File: src/rtl/uart_pkg.sv
// rtl/uart_pkg.sv - shared UART types and constants
// Contents:
//   uart_state_t          receiver FSM state encoding
//   DATA_BITS             payload bits per frame (8N1)
//   DEFAULT_CLKS_PER_BIT  baud divisor shared by transmitter and receiver
package uart_pkg;

    typedef enum logic [1:0] {
        IDLE  = 2'd0,
        START = 2'd1,
        DATA  = 2'd2,
        STOP  = 2'd3
    } uart_state_t;

    localparam int DATA_BITS            = 8;
    localparam int DEFAULT_CLKS_PER_BIT = 16;

endpackage

File: src/rtl/uart_sync.sv
// rtl/uart_sync.sv - multi-flop synchronizer for an asynchronous input
// Ports:
//   clk  system clock
//   rst  synchronous active-high reset; loads RESET_VAL into every stage
//   d    asynchronous input
//   q    synchronized output
module uart_sync #(
    parameter int   STAGES    = 2,
    parameter logic RESET_VAL = 1'b1
) (
    input  logic clk,
    input  logic rst,
    input  logic d,
    output logic q
);

    logic [STAGES-1:0] sync_q;

    always_ff @(posedge clk) begin
        if (rst) begin
            sync_q <= {STAGES{RESET_VAL}};
        end else begin
            sync_q <= {sync_q[STAGES-2:0], d};
        end
    end

    assign q = sync_q[STAGES-1];

endmodule

File: src/rtl/uart_rx.sv
// rtl/uart_rx.sv - 8N1 UART receiver with valid/ready output and sticky errors
// Ports:
//   clk        system clock
//   rst        synchronous active-high reset
//   rx         asynchronous serial line, idles high
//   data       received byte, stable while valid
//   valid      data holds an unconsumed byte
//   ready      consumer takes data on valid && ready
//   frame_err  sticky, stop bit sampled low
//   overrun    sticky, byte completed while previous byte unconsumed
//   err_clr    clears frame_err and overrun
//   busy       receiver is inside a frame
module uart_rx
    import uart_pkg::*;
#(
    parameter int CLKS_PER_BIT = DEFAULT_CLKS_PER_BIT,
    parameter int SYNC_STAGES  = 2
) (
    input  logic                 clk,
    input  logic                 rst,
    input  logic                 rx,
    output logic [DATA_BITS-1:0] data,
    output logic                 valid,
    input  logic                 ready,
    output logic                 frame_err,
    output logic                 overrun,
    input  logic                 err_clr,
    output logic                 busy
);

    localparam int TW    = $clog2(CLKS_PER_BIT);
    localparam int IDX_W = $clog2(DATA_BITS);

    localparam logic [TW-1:0]    T_LAST   = TW'(CLKS_PER_BIT - 1);
    localparam logic [TW-1:0]    T_HALF   = TW'((CLKS_PER_BIT / 2) - 1);
    localparam logic [IDX_W-1:0] LAST_BIT = IDX_W'(DATA_BITS - 1);

    logic rx_s;

    uart_sync #(
        .STAGES    (SYNC_STAGES),
        .RESET_VAL (1'b1)
    ) u_rx_sync (
        .clk (clk),
        .rst (rst),
        .d   (rx),
        .q   (rx_s)
    );

    uart_state_t          state, state_next;
    logic [TW-1:0]        timer, timer_next;
    logic [IDX_W-1:0]     bit_idx, bit_idx_next;
    logic [DATA_BITS-1:0] shift, shift_next;
    logic                 commit;
    logic                 frame_set;

    always_ff @(posedge clk) begin
        if (rst) begin
            state   <= IDLE;
            timer   <= '0;
            bit_idx <= '0;
            shift   <= '0;
        end else begin
            state   <= state_next;
            timer   <= timer_next;
            bit_idx <= bit_idx_next;
            shift   <= shift_next;
        end
    end

    always_comb begin
        state_next   = state;
        timer_next   = timer + TW'(1);
        bit_idx_next = bit_idx;
        shift_next   = shift;
        commit       = 1'b0;
        frame_set    = 1'b0;

        case (state)
            IDLE: begin
                timer_next = '0;
                if (!rx_s) begin
                    state_next = START;
                end
            end
            START: begin
                // Re-check the line half a bit in; a high here was a glitch.
                if (timer == T_HALF) begin
                    if (!rx_s) begin
                        state_next   = DATA;
                        bit_idx_next = '0;
                    end else begin
                        state_next = IDLE;
                    end
                end
            end
            DATA: begin
                if (timer == T_LAST) begin
                    shift_next[bit_idx] = rx_s;
                    timer_next          = '0;
                    if (bit_idx == LAST_BIT) begin
                        state_next = STOP;
                    end else begin
                        bit_idx_next = bit_idx + IDX_W'(1);
                    end
                end
            end
            STOP: begin
                // Leaving at mid stop bit lets a back-to-back start edge be seen from IDLE.
                if (timer == T_LAST) begin
                    state_next = IDLE;
                    if (rx_s) begin
                        commit = 1'b1;
                    end else begin
                        frame_set = 1'b1;
                    end
                end
            end
            default: begin
                state_next = IDLE;
            end
        endcase

        if (state_next != state) begin
            timer_next = '0;
        end
    end

    // Output holding register: a commit always wins over a same-edge consume.
    always_ff @(posedge clk) begin
        if (rst) begin
            data  <= '0;
            valid <= 1'b0;
        end else if (commit) begin
            data  <= shift;
            valid <= 1'b1;
        end else if (valid && ready) begin
            valid <= 1'b0;
        end
    end

    // Sticky flags: a set on the same edge as err_clr takes priority.
    always_ff @(posedge clk) begin
        if (rst) begin
            frame_err <= 1'b0;
            overrun   <= 1'b0;
        end else begin
            if (frame_set) begin
                frame_err <= 1'b1;
            end else if (err_clr) begin
                frame_err <= 1'b0;
            end

            if (commit && valid && !ready) begin
                overrun <= 1'b1;
            end else if (err_clr) begin
                overrun <= 1'b0;
            end
        end
    end

    assign busy = (state != IDLE);

endmodule

File: config.mk
export PLATFORM = sky130hd
export DESIGN_NAME = uart_rx
export DESIGN_NICKNAME = d
export VERILOG_FILES = /design/src/rtl/uart_pkg.sv /design/src/rtl/uart_sync.sv /design/src/rtl/uart_rx.sv
export SDC_FILE = /design/constraint.sdc
export NUM_CORES = 1
export LEC_CHECK = 0
export CORE_ASPECT_RATIO = 0.6
export CORE_MARGIN = 4
export CORE_UTILIZATION = 40
export DETAILED_ROUTE_END_ITERATION = 6
export SLEW_MARGIN = 25
export SYNTH_ARGS = -nofsm -noshare
export SYNTH_HDL_FRONTEND = slang
export SYNTH_HIERARCHICAL = 1
export SYNTH_SLANG_ARGS = --single-unit
File: constraint.sdc
create_clock -name clk -period 3.65 [get_ports clk]
set_input_delay 0.365 -clock clk [delete_from_list [all_inputs] [get_ports clk]]
set_output_delay 0.365 -clock clk [all_outputs]
set_load 0.01 [all_outputs]
==> results of run 1 <==
state kept, by name (all words and copies together) (netlist names):
name and flops:
overrun 1, shift 8, u_rx_sync/sync_q 2, frame_err 1, timer 4, data 8
bit_idx 3, state 2, valid 1
layer usage:
layer	vias to the layer above	GRT usage
met1	523	0.2020
met5	-	0
li1	572	-
met4	0	0.08684
met2	35	0.2152
met3	8	0.04662
kinds of logic (layout without fill, tap and decap cells):
group | count (synthesis) | in the layout
AOI/OAI and AO/OA | 27 | 27
xor gates and xnor gates | 1 | 1
adders and majority gates | 3 | 3
buffers and inverters | 14 | 28
DFF | 30 | 30
muxes | 13 | 13
and+or+nand+nor | 68 | 68
cell usage after synthesis, types with 5 or more instances:
cell	number
mux2i_1	13
nand2b_1	15
nand2_1	5
nor2b_1	15
o21ai_0	16
nor3_1	5
nand3_1	5
dfxtp_1	30
where the power goes:
part | total [uW] | leakage [uW] | internal (uW) | switching (uW)
sequential | 332 | 0.000242 | 329 | 2.97
clock | 275 | 0.0000482 | 152 | 123
combinational | 22.1 | 0.000299 | 10.4 | 11.7
per-stage QoR:
stage / total power, uW / instances
global placement: 361.8 / 207
floorplan: 353.2 / 156
finish: 629.2 / 215
CTS: 637.8 / 215
detailed placement: 362.6 / 207
global route: 655.5 / 215
critical path: cells and delay by family, from the launching register on:
| family | cells | cell delay (ps) |
|---|---|---|
| AND/OR/NAND/NOR | 1 | 140 |
| flip-flops | 1 | 550 |
| buffers and inverters | 2 | 600 |
final timing paths:
check / endpoint / cells after the start
setup / recovery: busy / 3
hold / removal: u_rx_sync/sync_q[1]$_SDFF_PP1_ / 1
setup reg to reg: shift[6]$_SDFFE_PP0P_ / 4
hold reg to reg: u_rx_sync/sync_q[1]$_SDFF_PP1_ / 1
final cells by class:
| class | count | share of cell area |
|---|---|---|
| sequential | 30 | 0.3556 |
| clock inverter | 1 | 0.002963 |
| inverter | 4 | 0.008889 |
| tap | 45 | 0.03333 |
| multi-input combinational | 112 | 0.4563 |
| timing repair buffer | 16 | 0.09185 |
| clock buffer | 7 | 0.05111 |
==> impl_metrics.toml, run 1 <==
[routing]
wirelength_um = 2976
via_per_inst = 5.293
dr.pass1.iters = 4
route.detailed.drc = 0
met1Wirelength_um = 1532
routed-via-count = 1138
drtIter0Drc = 92
top_layer = "met4"
wl_met3_um = 190
ant_nets = 0
route.met2.wl_um = 1183
wire_per_inst_um = 13.84

[job]
maxCapViolCount = 0

[layout]
drive_above_1_share = 0.07647
nets = 177
final_util = 0.5022
multi_input_area_um2 = 770.7
areaGrowthSynthToFinish_pct = 17.19
diodes = 0
design_area_um2 = 1689
seqCellArea_um2 = 600.6
layout_commonest_cell = "dfxtp_1"
fill_cells = 317
layout_common_cells = "dfxtp_1, o21ai_0, nand2b_1, nor2b_1, clkdlybuf4s50_1"

[yosys]
synth-seq-cells = 30
synth_edf_count = 0
yosys_warnings = 6
ys_seq_area_frac = 0.4167
netlist_instances = 156
syn_area_um2 = 1441
synth-simple-area-share = 0.2986
synth_cell_types = 38
synth_fa_ha_area_frac = 0.02604
synthFlopType = "dfxtp_1"
synth_async_sr_flop_share = 0
yosysTopAreaCell = "dfxtp_1"
synth_top_family_by_area = "simple AND/OR/NAND/NOR gates"
yosys.area.top_type_share = 0.4167
synthTopCellsByArea = "dfxtp_1, mux2i_1, nand2b_1"
syn_nets = 164
synthMuxAreaShare = 0.09028
synth-xor-area-share = 0.006076
postSynthAreaPerCell_um2 = 9.240
synth_compound_area_frac = 0.1137

[sta]
grt_setup_unrepaired = "no"
fmax_mhz = 514.6
layout_min_cycle_time_ps = 1943
finalSetupTns_ps = 0
slew_headroom = 0.6502
setup_ws_ps = 1707
slew_viol_final = 0
fin_hold_ws_ps = 404.8
setup_viol = 0
hold_viol = 0
fin_crit_sh = 0.5324
worstMarginPinSlew_ps = 524.7
clock_skew_ps = 4.395

[die]
initial_utilization = 0.4286
die_h_um = 54.50
core_um2 = 3363
boundaryPins = 17
rows = 16
die-width_um = 85.50
dieArea_um2 = 4659

[placed_design]
io_buffers = 16
place_ws_ps = 1418
routabilityCongestion = 0.7634
hpwl_um = 2029
placed_area_um2 = 1603

[clock_network]
cts_setup_buffers = 0
clk_pin_slew_ps = 60
clockRootBuffer = "clkbuf_8"
htree_num_levels = 2
clkSinkCount = 30
ctsHoldBuffers = 0
cts_resized = 0
clock_path_buffers = 2
clk_latency_ps = 280
cts_buffers = 5
cts_tree = "built"

[critical_path]
crit_path_end_kind = "output port"
worstReg2RegStart = "timer[0]$_SDFF_PP0_"
critPathKind = "reg2out"
arrival_ps = 1580
critical-path-max-stage-delay_ps = 550
crit_required_ps = 3280
r2r_slack_ps = 1750
worstSetupStartpoint = "state[0]$_SDFF_PP0_"
path_cells = "nor2_1, inv_1, clkdlybuf4s50_1"
cp_max_fo = 13
slowest_stage = "dfxtp_1"
startpoint_type = "register"

[global_routing]
grt_max_degree = 36
grt_usage = 0.1508
antenna_found_initial = 0
overflow = 0
grt_pass1_wl_um = 5237
first_global_vias = 1121

[worst_hold_path]
hold_start = "u_rx_sync/sync_q[0]$_SDFF_PP1_"
hp-class = "reg2reg"

[pwr]
peakVddDrop_v = 0.0002152
p_per_area_nw_per_um2 = 372.5
power.leakage_uw = 0.0005895

[run_status]
status = "finished clean"
No activity file was read; power rests on OpenSTA's default activity.
==> inputs of run 2 (changes only) <==
==> constraint.sdc (replaced) <==
create_clock -name clk -period 2 [get_ports clk]
set_input_delay 0.2 -clock clk [delete_from_list [all_inputs] [get_ports clk]]
set_output_delay 0.2 -clock clk [all_outputs]
set_load 0.01 [all_outputs]
==> run 2 against run 1 <==
Net effect: hold slack worse by 1.8 ps; final area rose by 3.8%; via count up 2.2%; non-clock buffer count increased by 5; wire length up 6.9%; combinational power up 110%; critical endpoint is now bit_idx[0]$_SDFFE_PP0P_; largest power group is now the clock network.
==> impl_metrics.toml, run 2 (synthesized netlist as in run 1, its figures left out) <==
[run_status]
status = "finished clean"

[sta]
slew_headroom = 0.7266
hold_viol = 0
clock_skew_ps = 6.176
slew_viol_final = 0
layout_min_cycle_time_ps = 1874
fin_crit_sh = 0.9368
finalSetupTns_ps = 0
fmax_mhz = 533.7
setup_viol = 0
grt_setup_unrepaired = "no"
worstMarginPinSlew_ps = 409.6

[layout]
layout_commonest_cell = "dfxtp_1"
areaGrowthSynthToFinish_pct = 21.61
nets = 182
reg_top3 = "data: 8 flops, shift: 8 flops, timer: 4 flops"
layout_common_cells = "dfxtp_1, o21ai_0, clkdlybuf4s50_1"
diodes = 0
fill_cells = 323
layout.cells.non_filler = 219
seqCellArea_um2 = 600.6
drive_above_1_share = 0.09770
multi_input_area_um2 = 770.7
design_area_um2 = 1753

[critical_path]
critical-path-max-stage-delay_ps = 530
path_buf_inv = 0
worstReg2RegStart = "bit_idx[0]$_SDFFE_PP0P_"
path_common_cell = "ha_1"
cp_max_fo = 9
critical_path.top_delay_family = "simple AND/OR/NAND/NOR gates"
crit_path_end_kind = "register"
path_cells = "ha_1, ha_1, or4bb_1, a21oi_4, mux2i_1"
startpoint_type = "register"
r2r_slack_ps = 130
arrival_ps = 2080
crit_required_ps = 2210
slowest_stage = "or4bb_1"
critPathKind = "reg2reg"
worst_r2r_path_depth = 5
r2r-end = "bit_idx[0]$_SDFFE_PP0P_"

[clock_network]
cts_tree = "built"
cts_setup_buffers = 0
ctsHoldBuffers = 0
clockRootBuffer = "clkbuf_8"
clk_pin_slew_ps = 60
clkSinkCount = 30
clock_path_buffers = 2
cts_resized = 0
cts_buffers = 5
clk_latency_ps = 280
htree_num_levels = 2

[worst_hold_path]
min_path_cells = 1
hp-class = "reg2reg"
hold_start = "u_rx_sync/sync_q[0]$_SDFF_PP1_"
min_to = "u_rx_sync/sync_q[1]$_SDFF_PP1_"

[global_routing]
overflow = 0
grt_pass1_wl_um = 5278
first_global_vias = 1151
grt_max_degree = 21
antenna_found_initial = 0
grt_usage = 0.1519

[routing]
dr.pass1.iters = 4
ant_nets = 0
routed-via-count = 1163
drtIter0Drc = 101
wirelength_um = 3180
route.detailed.drc = 0
via_per_inst = 5.311
wire_per_inst_um = 14.52

[placed_design]
dp_cells = 212
routabilityCongestion = 0.7292
hpwl_um = 2184
io_buffers = 16
placed_area_um2 = 1640

[pwr]
p_per_area_nw_per_um2 = 731.3
p_total_uw = 1282
power.leakage_uw = 0.0006232
peakVddDrop_v = 0.0003322

[die]
initial_utilization = 0.4286
boundaryPins = 17
die-width_um = 85.50
dieArea_um2 = 4659
core_um2 = 3363
die_h_um = 54.50
rows = 16

[job]
maxCapViolCount = 0
## run 2: cell count changes in the layout (fill, tap and decap cells not counted)
cell	previous run	this run
buf_2	1	0
buf_4	0	5
bufinv_16	0	1
clkbuf_1	1	0
clkdlybuf4s50_1	15	16
clkinv_2	1	0
## run 2: where the power goes
group          leakage (uW)  internal [uW]  total (uW)  switching, uW
registers          0.000242            601         606           5.23
logic              0.000324           22.5        45.7           23.2
clock network     0.0000573            398         630            232
## run 2: worst register-to-register path, cell delays in order, from the launching register on
cell and delay [ps]:
dfxtp_1 400, ha_1 250, ha_1 200, or4bb_1 530, a21oi_4 210, mux2i_1 210
## run 2: worst max path at each step
stage | startpoint | endpoint | slack, ps | cells after the start
2_1_floorplan | bit_idx[0]$_SDFFE_PP0P_ | bit_idx[0]$_SDFFE_PP0P_ | 310 | 5
3_3_place_gp | bit_idx[0]$_SDFFE_PP0P_ | bit_idx[0]$_SDFFE_PP0P_ | 250 | 5
3_5_place_dp | bit_idx[0]$_SDFFE_PP0P_ | bit_idx[0]$_SDFFE_PP0P_ | 180 | 5
4_1_cts | bit_idx[0]$_SDFFE_PP0P_ | bit_idx[0]$_SDFFE_PP0P_ | 140 | 5
5_1_grt | bit_idx[0]$_SDFFE_PP0P_ | bit_idx[0]$_SDFFE_PP0P_ | 80 | 5
6_report | bit_idx[0]$_SDFFE_PP0P_ | bit_idx[0]$_SDFFE_PP0P_ | 130 | 5
## run 2: metal layers
| metal | vias up | wire, um | global-route usage |
|---|---|---|---|
| met4 | 0 | 43 | 0.07632 |
| met3 | 7 | 148 | 0.04812 |
| met2 | 33 | 1237 | 0.2242 |
| met5 | - | 0 | 0 |
| li1 | 579 | - | - |
| met1 | 544 | 1750 | 0.2014 |
## run 2: area by class of cell
| class | instances | share of cell area |
|---|---|---|
| tap | 45 | 0.03212 |
| inverter | 4 | 0.008565 |
| sequential | 30 | 0.3426 |
| clock inverter | 1 | 0.01713 |
| timing repair buffer | 21 | 0.1128 |
| clock buffer | 6 | 0.04711 |
| multi-input combinational | 112 | 0.4397 |
## run 2: stage by stage
stage	setup slack [ps]	utilization	hold WS, ps
6_report	126.3	0.5212	403.0
5_1_grt	77.18	0.5212	426.4
4_1_cts	142.0	0.5212	409.1
3_5_place_dp	181.3	0.4877	393.6
3_3_place_gp	252.1	0.4877	385.2
2_1_floorplan	305.4	-	297.1
==> inputs of run 3 (changes only) <==
--- a/config.mk
+++ b/config.mk
@@ -5,8 +5,6 @@
 export SDC_FILE = /design/constraint.sdc
 export NUM_CORES = 1
 export LEC_CHECK = 0
-export CORE_ASPECT_RATIO = 0.6
-export CORE_MARGIN = 4
 export CORE_UTILIZATION = 40
 export DETAILED_ROUTE_END_ITERATION = 6
 export SLEW_MARGIN = 25
==> run 3 against run 2 <==
Net effect: global-route usage is 2.9 points higher; sequential share of layout area is 0.59 points higher; wire length shrank 7.4%; first-iteration DRC count down 60%; hold slack lost 4.5 ps; non-clock buffer count is 2 higher; critical path type unchanged; critical endpoint is now bit_idx[1]$_SDFFE_PP0P_.
==> impl_metrics.toml, run 3 (synthesized netlist as in run 1, its figures left out) <==
[routing]
ant_nets = 0
via_per_inst = 5.202
drtIter0Drc = 40
route.detailed.drc = 0
dr.pass1.iters = 4
wire_per_inst_um = 13.21
wirelength_um = 2946
routed-via-count = 1160

[placed_design]
routabilityCongestion = 0.8149
io_buffers = 16
dp_cells = 215
hpwl_um = 2102

[clock_network]
cts_setup_buffers = 0
cts_resized = 0
htree_num_levels = 2
clkSinkCount = 30
clock_path_buffers = 2
ctsHoldBuffers = 0
clockRootBuffer = "clkbuf_4"
cts_tree = "built"
cts_buffers = 5
clk_latency_ps = 340
clk_pin_slew_ps = 100

[sta]
finalSetupTns_ps = 0
fin_hold_ws_ps = 398.5
worstMarginPinSlew_ps = 403.8
setup_viol = 0
grt_setup_unrepaired = "no"
slew_headroom = 0.7300
layout_min_cycle_time_ps = 1855
fmax_mhz = 539.2
clock_skew_ps = 12.11
fin_crit_sh = 0.9273
slew_viol_final = 0
hold_viol = 0

[die]
boundaryPins = 17
core_um2 = 3390
rows = 21
die_h_um = 62.03
dieArea_um2 = 3848
initial_utilization = 0.4252
die-width_um = 62.03

[global_routing]
grt_usage = 0.1813
first_global_vias = 1098
grt_pass1_wl_um = 4940
antenna_found_initial = 0
overflow = 0
grt_max_degree = 16

[critical_path]
critical-path-max-stage-delay_ps = 530
critPathKind = "reg2reg"
slowest_stage = "or4bb_1"
crit_path_end_kind = "register"
startpoint_type = "register"
worstSetupStartpoint = "bit_idx[0]$_SDFFE_PP0P_"
cp_max_fo = 9
path_cells = "ha_1, ha_1, or4bb_1, a21oi_4, mux2i_1"
arrival_ps = 2120
path_common_cell = "ha_1"
crit_required_ps = 2270
worstReg2RegStart = "bit_idx[0]$_SDFFE_PP0P_"
worst_r2r_path_depth = 5

[layout]
nets = 184
reg_top3 = "data: 8 flops, shift: 8 flops, timer: 4 flops"
diodes = 0
layout_common_cells = "dfxtp_1, o21ai_0, clkdlybuf4s50_1"
areaGrowthSynthToFinish_pct = 19.79
drive_above_1_share = 0.1243
layout.cells.non_filler = 223
fill_cells = 330
layout_commonest_cell = "dfxtp_1"

[pwr]
power.leakage_uw = 0.0006103
p_per_area_nw_per_um2 = 607.0
peakVddDrop_v = 0.0003999

[worst_hold_path]
hp-class = "reg2reg"
min_path_cells = 1
hold_start = "u_rx_sync/sync_q[0]$_SDFF_PP1_"

[job]
maxCapViolCount = 0

[run_status]
status = "finished clean"
run 3: cell types whose count changed in the layout (fill, tap and decap cells not counted), sizes merged:
cell	previous run	this run
buf	5	7
bufinv	1	0
clkinv	0	1
clkinvlp	0	1
run 3: final cells by class:
cell class	count	area [um^2]	share of cell area
Clock buffer	6	51.30	0.02971
Clock inverter	2	12.51	0.007246
Inverter	4	15.01	0.008696
Multi-Input combinational cell	112	775.7	0.4493
Sequential cell	30	601.8	0.3485
Tap cell	46	57.56	0.03333
Timing Repair Buffer	23	212.7	0.1232
run 3: per-stage QoR:
step	power, uW	util	worst slack, ps	cell area (um^2)
4_1_cts	1061	0.5076	115.1	1720
6_report	1048	0.5094	145.3	1727
3_3_place_gp	664.0	0.4887	244.8	1657
2_1_floorplan	644.6	-	305.4	1441
5_1_grt	1096	0.5094	73.33	1727
3_5_place_dp	665.2	0.4887	170.5	1657
run 3: path summary, 6_finish.rpt:
kind	endpoint	slack (ps)
max	bit_idx[1]$_SDFFE_PP0P_	150
min	u_rx_sync/sync_q[1]$_SDFF_PP1_	400
max reg2reg	bit_idx[1]$_SDFFE_PP0P_	150
min reg2reg	u_rx_sync/sync_q[1]$_SDFF_PP1_	400
run 3: report_power, final:
part	internal (uW)	switching (uW)	total, uW
clock network	169	228	396
registers	601	5.86	607
logic	22.5	22.4	44.9
run 3: critical path, delay by kind of cell, from the launching register on:
family	cells	cell delay, ps
multiplexers	1	240
adder cells (fa/ha/maj)	2	420
AND/OR/NAND/NOR	1	530
AO/OA/AOI/OAI	1	210
flip-flops	1	400
run 3: layer usage:
metal	share of wire	up-vias	global-route usage	wire (um)
met2	0.49	18	0.2872	1436
met1	0.46	551	0.2253	1362
li1	-	587	-	-
met3	0.037	4	0.06625	109
met5	0	-	0	0
met4	0.013	0	0.06667	37
